$ cat src/rtl/axis_mjr4_decimator.sv
// 4x-oversampled 1-bit stream to majority-decided bits with framing.
// Define AXIS_MJR4_STATS_EN to add the err_cnt non-unanimous group counter.
module axis_mjr4_decimator #(
    parameter int FRAME_LEN  = 13,
    parameter int FIFO_DEPTH = 4
) (
    input  logic clk,
    input  logic rst_n,
    input  logic s_axis_tvalid,
    output logic s_axis_tready,
    input  logic s_axis_tdata,
    input  logic s_axis_tuser,
    input  logic s_axis_tlast,
    output logic m_axis_tvalid,
    input  logic m_axis_tready,
    output logic m_axis_tdata,
    output logic m_axis_tlast,
    output logic m_axis_tuser
`ifdef AXIS_MJR4_STATS_EN
    ,
    output logic [15:0] err_cnt
`endif
);

    localparam int AW = $clog2(FIFO_DEPTH);
    localparam int IW = $clog2(FRAME_LEN);

    logic [1:0]            phase;
    logic [2:0]            sr;
    logic                  first_pending;
    logic [AW:0]           wr_ptr;
    logic [AW:0]           rd_ptr;
    logic [FIFO_DEPTH-1:0] mem_bit;
    logic [FIFO_DEPTH-1:0] mem_first;
    logic [IW-1:0]         out_idx;

    logic          fifo_full;
    logic          fifo_empty;
    logic          accept;
    logic          decide;
    logic          pop;
    logic [2:0]    ones;
    logic          dec_bit;
    logic          head_bit;
    logic          head_first;
    logic [IW-1:0] cur_idx;
    logic          at_last;
    logic          unused_tlast;

    assign unused_tlast = s_axis_tlast;

    assign fifo_empty = (wr_ptr == rd_ptr);
    assign fifo_full  = (wr_ptr[AW] != rd_ptr[AW]) &&
                        (wr_ptr[AW-1:0] == rd_ptr[AW-1:0]);

    // Only the group-closing sample can stall; no bypass on simultaneous pop.
    assign s_axis_tready = !((phase == 2'd3) && fifo_full);
    assign accept        = s_axis_tvalid && s_axis_tready;
    assign decide        = accept && !s_axis_tuser && (phase == 2'd3);

    assign ones    = 3'(s_axis_tdata) + 3'(sr[0]) + 3'(sr[1]) + 3'(sr[2]);
    assign dec_bit = (ones >= 3'd3);

    assign head_bit   = mem_bit[rd_ptr[AW-1:0]];
    assign head_first = mem_first[rd_ptr[AW-1:0]];
    assign cur_idx    = head_first ? '0 : out_idx;
    assign at_last    = (cur_idx == IW'(FRAME_LEN - 1));

    assign m_axis_tvalid = !fifo_empty;
    assign m_axis_tdata  = m_axis_tvalid && head_bit;
    assign m_axis_tuser  = m_axis_tvalid && head_first;
    assign m_axis_tlast  = m_axis_tvalid && at_last;
    assign pop           = m_axis_tvalid && m_axis_tready;

    always_ff @(posedge clk or negedge rst_n) begin
        if (!rst_n) begin
            phase         <= 2'd0;
            sr            <= 3'd0;
            first_pending <= 1'b1;
        end else if (accept) begin
            sr <= {sr[1:0], s_axis_tdata};
            if (s_axis_tuser) begin
                phase         <= 2'd1;
                first_pending <= 1'b1;
            end else begin
                phase <= phase + 2'd1;
                if (phase == 2'd3)
                    first_pending <= 1'b0;
            end
        end
    end

    always_ff @(posedge clk or negedge rst_n) begin
        if (!rst_n) begin
            wr_ptr    <= '0;
            mem_bit   <= '0;
            mem_first <= '0;
        end else if (decide) begin
            mem_bit[wr_ptr[AW-1:0]]   <= dec_bit;
            mem_first[wr_ptr[AW-1:0]] <= first_pending;
            wr_ptr                    <= wr_ptr + 1'b1;
        end
    end

    always_ff @(posedge clk or negedge rst_n) begin
        if (!rst_n) begin
            rd_ptr  <= '0;
            out_idx <= '0;
        end else if (pop) begin
            rd_ptr  <= rd_ptr + 1'b1;
            out_idx <= at_last ? '0 : cur_idx + IW'(1);
        end
    end

`ifdef AXIS_MJR4_STATS_EN
    always_ff @(posedge clk or negedge rst_n) begin
        if (!rst_n)
            err_cnt <= 16'd0;
        else if (decide && ones != 3'd0 && ones != 3'd4 &&
                 err_cnt != 16'hFFFF)
            err_cnt <= err_cnt + 16'd1;
    end
`endif

endmodule

$ cat config.mk
export PLATFORM = sky130hd
export DESIGN_NAME = axis_mjr4_decimator
export DESIGN_NICKNAME = d
export VERILOG_FILES = /design/src/rtl/axis_mjr4_decimator.sv
export SDC_FILE = /design/constraint.sdc
export NUM_CORES = 1
export LEC_CHECK = 0
export BUFFER_PORTS_ARGS = -buffer_cell sky130_fd_sc_hd__buf_4
export CORE_MARGIN = 2
export CORE_UTILIZATION = 60
export DETAILED_ROUTE_END_ITERATION = 16
export GPL_TIMING_DRIVEN = 0
export HOLD_SLACK_MARGIN = 0.15
export PLACE_DENSITY = 0.8
export SYNTH_ARGS = -nofsm -noshare
export SYNTH_HDL_FRONTEND = slang
export SYNTH_SLANG_ARGS = --single-unit
export TNS_END_PERCENT = 5
$ cat constraint.sdc
create_clock -name clk -period 5.15 [get_ports clk]
set_clock_uncertainty 0.05 [all_clocks]
set_input_delay 0.7725 -clock clk [delete_from_list [all_inputs] [get_ports clk]]
set_output_delay 0.7725 -clock clk [all_outputs]
set_load 0.03 [all_outputs]
==> results.txt, run 1 <==
- Outcome: finished, final reports clean
- Unrepaired setup endpoints after global routing: no
- At the end of the flow, the number of nets in the layout was 153.
- Measured along the x axis, the die boundary spans 53.3 um.
- After detailed routing, the average wire length per cell comes to 15.8 um.
* Number of buffers inserted to repair setup after CTS: 0
* Placer Congestion: 0.787
* IO buf count: 10
* CTS H-tree lvls: 1
- Adding up every negative setup slack in the final design gives 0 ns.
- Top achievable clock speed: 317 MHz
- Pre-antenna DRT Iters: 4
- Clock transition at the registers of the reported paths: 0.14 ns
- Data on the critical path is required at its endpoint by 4.33 ns.
- The number of endpoints with negative hold slack in the final report is 0.
- Relative to the synthesized area, the layout overhead comes to 11.1%.
- TritonCTS built the clock tree.
* Inserted Clock Buffers: 3
- Of all cell types, the one taking the most synthesized area is sky130_fd_sc_hd__dfrtp_1.
* Synthesized area divided by synthesized cell count: 12.2 um2
- Worst-margin pin slew: 0.565 ns
- Worst slack, placed: 2.37 ns
- The floorplan step defined a die boundary enclosing 2840 um2.
- Post-cts repair resize count: 0
- The worst setup path is captured at a primary output.
- Entering global routing, the biggest net connects 25 pins.
- The critical path is of the reg2out type.
- Antenna diode instance count: 0
- Critical path peak fanout: 9
* Final clock period utilization by the worst path: 61.3%
* Clock insertion delay at the later pin of the skew report: 0.32 ns
* Congestion Overflow GR: 0
- PwrDens: 685 nW/um2
- Data arrives at the worst endpoint at 2.34 ns.
- Worst vdd rail ir drop: 0.000403 V
* DRC Markers: 0
- After floorplanning, the core was divided into 17 placement rows.
- Detail Route Antenna Nets: 0
- The worst path meets setup with 1.99 ns of slack.
- No sink is reached through more buffers than the 2 on the longest clock path.
- Layout fillers: 157
- Count of hold-fix buffers inserted at cts: 0
- The tree is rooted in a sky130_fd_sc_hd__clkbuf_4.
- Library cells used by synthesis: 36
- Once detailed placement completed, the half-perimeter wirelength came to 1950 um.
* Post-route worst hold slack: 0.271 ns
- For this block, the via count after detailed routing is 962.
* Static leakage: 0.000741 uW
* Flip-flop and latch count after synthesis: 24
* Detailed-route wire length: 2560 um
- Number of setup violations in the final report: 0
* Via count normalized by instance count: 5.94
- The via count of the first global-routing pass is 972.
* Top library cells by usage in the layout, fill and taps aside: 23 x sky130_fd_sc_hd__dfrtp_1, 15 x sky130_fd_sc_hd__mux2_2, 12 x sky130_fd_sc_hd__inv_1, 10 x sky130_fd_sc_hd__ha_1, 10 x sky130_fd_sc_hd__buf_4
- Max-slew violations: 0
* Proportion of synthesized chip area in sequential cells: 41.2%
- The first global-routing pass estimated 4460 um of wire.
- Gr usage total: 22.1%
- Post-route minimum period: 3.16 ns
* Synth Net Count: 138
- Vertical extent of the die: 53.3 um
- The worst hold path belongs to the class in2async.
* Cell area after synthesis: 1460 um2
- Number of antenna violations at the first check in global routing: 0
- The Yosys step of the flow raised 0 warnings.
* Share of final-layout standard cells stronger than drive strength 1: 28.4%
* Most common cell after layout, fill and taps aside: sky130_fd_sc_hd__dfrtp_1
* Share of the synthesized area in the top cell type: 39.4%
* Count of mapped cells out of synthesis: 120
* Max-slew headroom: 62.1%
- Area of the core: 2250 um2
- Critical Path Start Type: flip-flop
- Top area cells in the synthesized netlist: sky130_fd_sc_hd__dfrtp_1 39%, sky130_fd_sc_hd__mux2_2 12%, sky130_fd_sc_hd__ha_1 8.6%, sky130_fd_sc_hd__inv_1 3.1%, sky130_fd_sc_hd__nand4b_1 3.0%
- Total I/O pin count: 12
- Starting utilization of the core area: 64.8%
* MaxCap Viol Count: 0
- The tree built by TritonCTS fans out to 24 sinks.
- DRT iter0 DRCs: 12
==> per-stage QoR <==
stage	area (um2)	std cells	total power (uW)	util, %
after floorplan	1460	120	818	-
final	1620	162	1110	72.0
after global placement	1570	158	936	69.6
after global routing	1620	162	1200	72.0
after detailed placement	1570	158	975	69.6
after CTS	1620	162	1110	72.0
==> power breakdown <==
part | switching [uW] | internal (uW) | leakage (uW)
clock | 59.7 | 78.7 | 0.0000279
sequential | 87.7 | 276 | 0.000290
combinational | 337 | 273 | 0.000423
==> cells by family after synthesis <==
family                     share of synthesized area [%]
buffers and inverters                               4.20
AOI/OAI and AO/OA                                   10.0
xor gates and xnor gates                            7.03
and+or+nand+nor                                     11.3
DFF                                                 41.2
muxes                                               16.3
adders and majority gates                           9.94
==> state kept, by name, indices dropped and copies added, names as in the netlist <==
signal / cells
sr: 3
rd_ptr: 3
phase: 2
mem_bit: 4
mem_first: 4
out_idx: 4
wr_ptr: 3
first_pending: 1
==> critical path, stage by stage (launching register included) <==
cell                      delay (ns)
sky130_fd_sc_hd__dfrtp_1        0.41
sky130_fd_sc_hd__buf_6          0.15
sky130_fd_sc_hd__mux4_2         0.59
sky130_fd_sc_hd__and2b_1        0.25
sky130_fd_sc_hd__inv_1          0.05
sky130_fd_sc_hd__ha_1           0.20
sky130_fd_sc_hd__nand3_1        0.12
sky130_fd_sc_hd__nor3_1         0.06
sky130_fd_sc_hd__buf_4          0.19
==> area by class of cell <==
type / count / area (um2) / area share [%]
buffer: 2 / 16.3 / 1.00
clock buffer: 3 / 22.5 / 1.39
clock inverter: 1 / 30.0 / 1.85
inverter: 12 / 45.0 / 2.78
multi-input combinational: 82 / 797 / 49.1
sequential: 24 / 602 / 37.1
tap: 28 / 35.0 / 2.16
timing repair buffer: 10 / 75.1 / 4.63
==> metal layers <==
layer	GRT usage (%)	part of all wire [%]	wire, um	vias up
li1	-	-	-	469
met5	0	0	0	-
met1	28.7	46	1180	476
met4	7.69	0.62	16	0
met3	2.54	2.5	64	2
met2	37.9	51	1310	15
==> final timing paths <==
path | endpoint | cells after the start | slack (ns) | startpoint
setup / recovery | m_axis_tlast | 8 | 1.99 | rd_ptr[0]
setup reg to reg | out_idx[0] | 8 | 3.05 | rd_ptr[0]
hold / removal | rd_ptr[2] | 1 | 0.27 | rst_n
min in group clk | mem_bit[0] | 1 | 0.47 | mem_bit[0]
max in group asynchronous | first_pending | 1 | 4.49 | rst_n
hold reg to reg | mem_bit[0] | 1 | 0.47 | mem_bit[0]
==> synth_stat cells <==
library cell                n
sky130_fd_sc_hd__nand4b_1   5
sky130_fd_sc_hd__nand4_1    2
sky130_fd_sc_hd__dfrtp_1   23
sky130_fd_sc_hd__mux4_2     1
sky130_fd_sc_hd__a41oi_2    1
sky130_fd_sc_hd__mux2_2    15
sky130_fd_sc_hd__nand2_1    1
sky130_fd_sc_hd__nand3_1    3
sky130_fd_sc_hd__ha_1      10
sky130_fd_sc_hd__and2b_1    1
sky130_fd_sc_hd__xnor2_2    2
sky130_fd_sc_hd__mux2i_1    2
sky130_fd_sc_hd__a31oi_1    4
sky130_fd_sc_hd__o21a_1     1
sky130_fd_sc_hd__nand3b_1   1
sky130_fd_sc_hd__fa_1       1
sky130_fd_sc_hd__a21o_1     1
sky130_fd_sc_hd__a311o_1    1
sky130_fd_sc_hd__inv_1     12
sky130_fd_sc_hd__or3_1      1
sky130_fd_sc_hd__nor2b_1    6
sky130_fd_sc_hd__mux4_1     1
sky130_fd_sc_hd__a311oi_2   1
sky130_fd_sc_hd__buf_6      1
sky130_fd_sc_hd__xnor2_1    4
sky130_fd_sc_hd__nand2b_1   2
sky130_fd_sc_hd__o211ai_1   1
sky130_fd_sc_hd__buf_2      1
sky130_fd_sc_hd__and4_1     1
sky130_fd_sc_hd__xor2_1     4
sky130_fd_sc_hd__a41oi_1    2
sky130_fd_sc_hd__dfstp_2    1
sky130_fd_sc_hd__o31ai_2    1
sky130_fd_sc_hd__nor3_1     2
sky130_fd_sc_hd__a21oi_1    2
sky130_fd_sc_hd__o311ai_0   2
Note: power is estimated with default switching activity, not from simulation.
==> run 2: changes to the inputs <==
- CORE_UTILIZATION: 60 -> 53
- PLACE_DENSITY: 0.8 -> 0.75
- clock period: 5.15 -> 2.6 ns (I/O delays scaled with it)
==> run 2 against run 1 <==
Sequential power grew 97%; cell area grew 4.4%; combinational power grew 110%; die area grew 12%; critical path type unchanged; non-clock buffer count grew 7; largest power group unchanged; via count grew 3.7%; register-to-register slack lost 2.5 ns; setup slack lost 2.0 ns.
==> results.txt, run 2 (synthesized netlist as in run 1, its figures left out) <==
- Row count: 19 (+2)
* Placer Congestion: 0.774 (-1.6%)
- Die Outline Area: 3190 um2 (+12%)
* Worst-margin pin slew: 0.542 ns (-0.0233 ns)
* Number of global-route vias before repair: 1011 (+4.0%)
* Placed Cells incl. Taps: 161 (+1.9%)
- WS Path Type: reg2out
- The worst hold-check slack came to 0.310 ns (+0.0385 ns).
- The number of routed nets with antenna violations is 0 (unchanged).
* Congestion Overflow GR: 0 (unchanged)
* Critical Path Start Type: flip-flop
- The clock net sink count was 24 (unchanged).
- IO buf count: 10 (unchanged)
- The placeable core region is 2690 um2 (+19%).
- Kind of end point of the critical path: primary output
* R2r setup slk: 0.58 ns (-2.47 ns)
- Worst min-delay path category: in2reg
- The worst max-slew margin expressed relative to the limit is 63.6% (+1.5 points).
- The number of clock buffers inserted by TritonCTS was 3 (unchanged).
* PwrDens: 1360 nW/um2 (+98%)
* Area overhead of the layout relative to synthesis: 16.0%
* Critical path peak fanout: 4 (-5)
- Final net count: 160 (+4.6%)
- Max-slew violations: 0 (unchanged)
- The vias per cell came to 5.80 (-2.3%).
* Final clock period utilization by the worst path: 98.5%
- Pre-antenna DRT Iters: 4 (unchanged)
* Gr usage total: 18.6% (-3.5 points)
- CTS Root Cell: sky130_fd_sc_hd__clkbuf_4
- The detailed-placement wirelength estimate came to 1880 um (-3.4%).
- MaxCap Viol Count: 0 (unchanged)
- The worst path in the final design needs a cycle of 2.56 ns, including I/O delays and setup.
- The post-placement setup slack is 0.176 ns (-2.19 ns).
- Reg2reg path depth: 7 (-1)
* Aggregate negative setup slack: 0 ns (unchanged)
- The worst setup slack after layout is 0.0384 ns (-1.95 ns).
- Clock insertion delay at the later pin of the skew report: 0.33 ns (about the same)
- The leakage power came to 0.000776 uW (+4.8%).
* Clock tree from TritonCTS: yes
- Number of setup violations in the final report: 0 (unchanged)
- The global-route wire length before repair is 4500 um (+0.76%).
- Data arrival time at the worst-slack endpoint: 2.12 ns (-0.22 ns)
* DRT iter0 DRCs: 21 (+9)
- The detailed-route via count came to 998 (+3.7%).
* Post-layout instance count excluding filler cells: 172 (+6.2%)
- The floorplan die height came to 56.5 um (+5.9%).
- The maximum ir drop on the vdd rail was 0.000943 V (+130%).
- Number of antenna violations at the first check in global routing: 0 (unchanged)
- The effective utilization at floorplan was 54.4% (-10 points).
* Longest Clk Path Bufs: 2 (unchanged)
- The total DRC errors in the routed layout came to 0 (unchanged).
- The clock-pin slew on the worst setup and hold paths was 0.13 ns (about the same).
- Share of final-layout standard cells stronger than drive strength 1: 33.3% (+5.0 points)
- Worst hold path cell count: 3
* CTS H-tree lvls: 1 (unchanged)
* Top achievable clock speed: 390 MHz
- Antenna diode instance count: 0 (unchanged)
- Final Hold Viols: 0 (unchanged)
- The overall routed net length is 2600 um (+1.2%).
- The die boundary width was 56.5 um (+5.9%).
- The largest registers in the layout are mem_bit: 4 flops, mem_first: 4 flops, out_idx: 4 flops.
- The average detailed-routed wire length per instance was 15.1 um (-4.6%).
- Most common cell after layout, fill and taps aside: sky130_fd_sc_hd__dfrtp_1
* Outcome: finished, final reports clean
- The library cells used most frequently in the layout, excluding fill and tap cells, are 23 x sky130_fd_sc_hd__dfrtp_1, 16 x sky130_fd_sc_hd__buf_4, 15 x sky130_fd_sc_hd__mux2_2, 12 x sky130_fd_sc_hd__inv_1, 9 x sky130_fd_sc_hd__ha_1.
- The top-level port count was 12 (unchanged).
- The critical path required time came to 2.16 ns (-2.17 ns).
- Unrepaired setup endpoints after global routing: yes
* Largest net degree at the start of global routing: 25 (unchanged)
-- run 2: cell count changes in the layout (fill, tap and decap cells not counted), sizes merged --
cell,before,now
dlygate4sd3,0,1
buf,12,18
-- run 2: power by group --
| part | switching [uW] | internal [uW] | total, uW | leakage, uW |
|---|---|---|---|---|
| clock network | 121 | 156 | 277 | 0.0000279 |
| registers | 171 | 546 | 717 | 0.000290 |
| logic | 683 | 624 | 1310 | 0.000458 |
| total | 975 | 1330 | 2300 | 0.000776 |
-- run 2: cell type report --
class	count	area, um2
clock buffers	3	22.5
fillers	221	992
plain buffers	2	16.3
multi-input cells	82	810
inverters	12	45.0
flip-flops and latches	24	602
well taps	31	38.8
repair buffers	17	130
clock inverters	1	30.0
-- run 2: through the flow --
step	instance area [um2]	power, uW	utilization [%]
floorplan	1460	1620	-
global placement	1570	1850	58.6
detailed placement	1570	1920	58.6
CTS	1680	2290	62.6
global route	1690	2500	63.1
finish	1690	2300	63.1
-- run 2: timing repair --
| action | CTS | global route |
|---|---|---|
| hold endpoints to repair | 23 | 0 |
| buffers inserted | 5 | 1 |
| gates resized for setup | 2 | 1 |
| hold buffers | 1 | 0 |
| setup endpoints to repair | 1 | 1 |
-- run 2: path summary, 6_finish.rpt --
path / end / startpoint
worst min-delay path: sr[0] / s_axis_tdata
worst max-delay path: m_axis_tlast / rd_ptr[0]
min in group asynchronous: out_idx[2] / rst_n
worst min register to register: mem_bit[0] / mem_bit[0]
worst max register to register: mem_bit[3] / sr[0]
max in group asynchronous: first_pending / rst_n
-- run 2: worst max-delay path, cell delays in order, from the launching register on --
cell and delay (ns):
sky130_fd_sc_hd__dfrtp_1 0.39, sky130_fd_sc_hd__buf_6 0.11, sky130_fd_sc_hd__mux4_2 0.53, sky130_fd_sc_hd__and2b_1 0.23
sky130_fd_sc_hd__inv_1 0.05, sky130_fd_sc_hd__ha_2 0.18, sky130_fd_sc_hd__nand3_2 0.09, sky130_fd_sc_hd__nor3_2 0.04
sky130_fd_sc_hd__buf_4 0.18
-- run 2: routing by layer --
metal	vias to the layer above	GRT usage (%)	part of all wire [%]
li1	481	-	-
met1	495	22.4	45
met2	18	31.4	51
met3	4	4.38	3.2
met4	0	8.16	1.2
met5	-	0	0
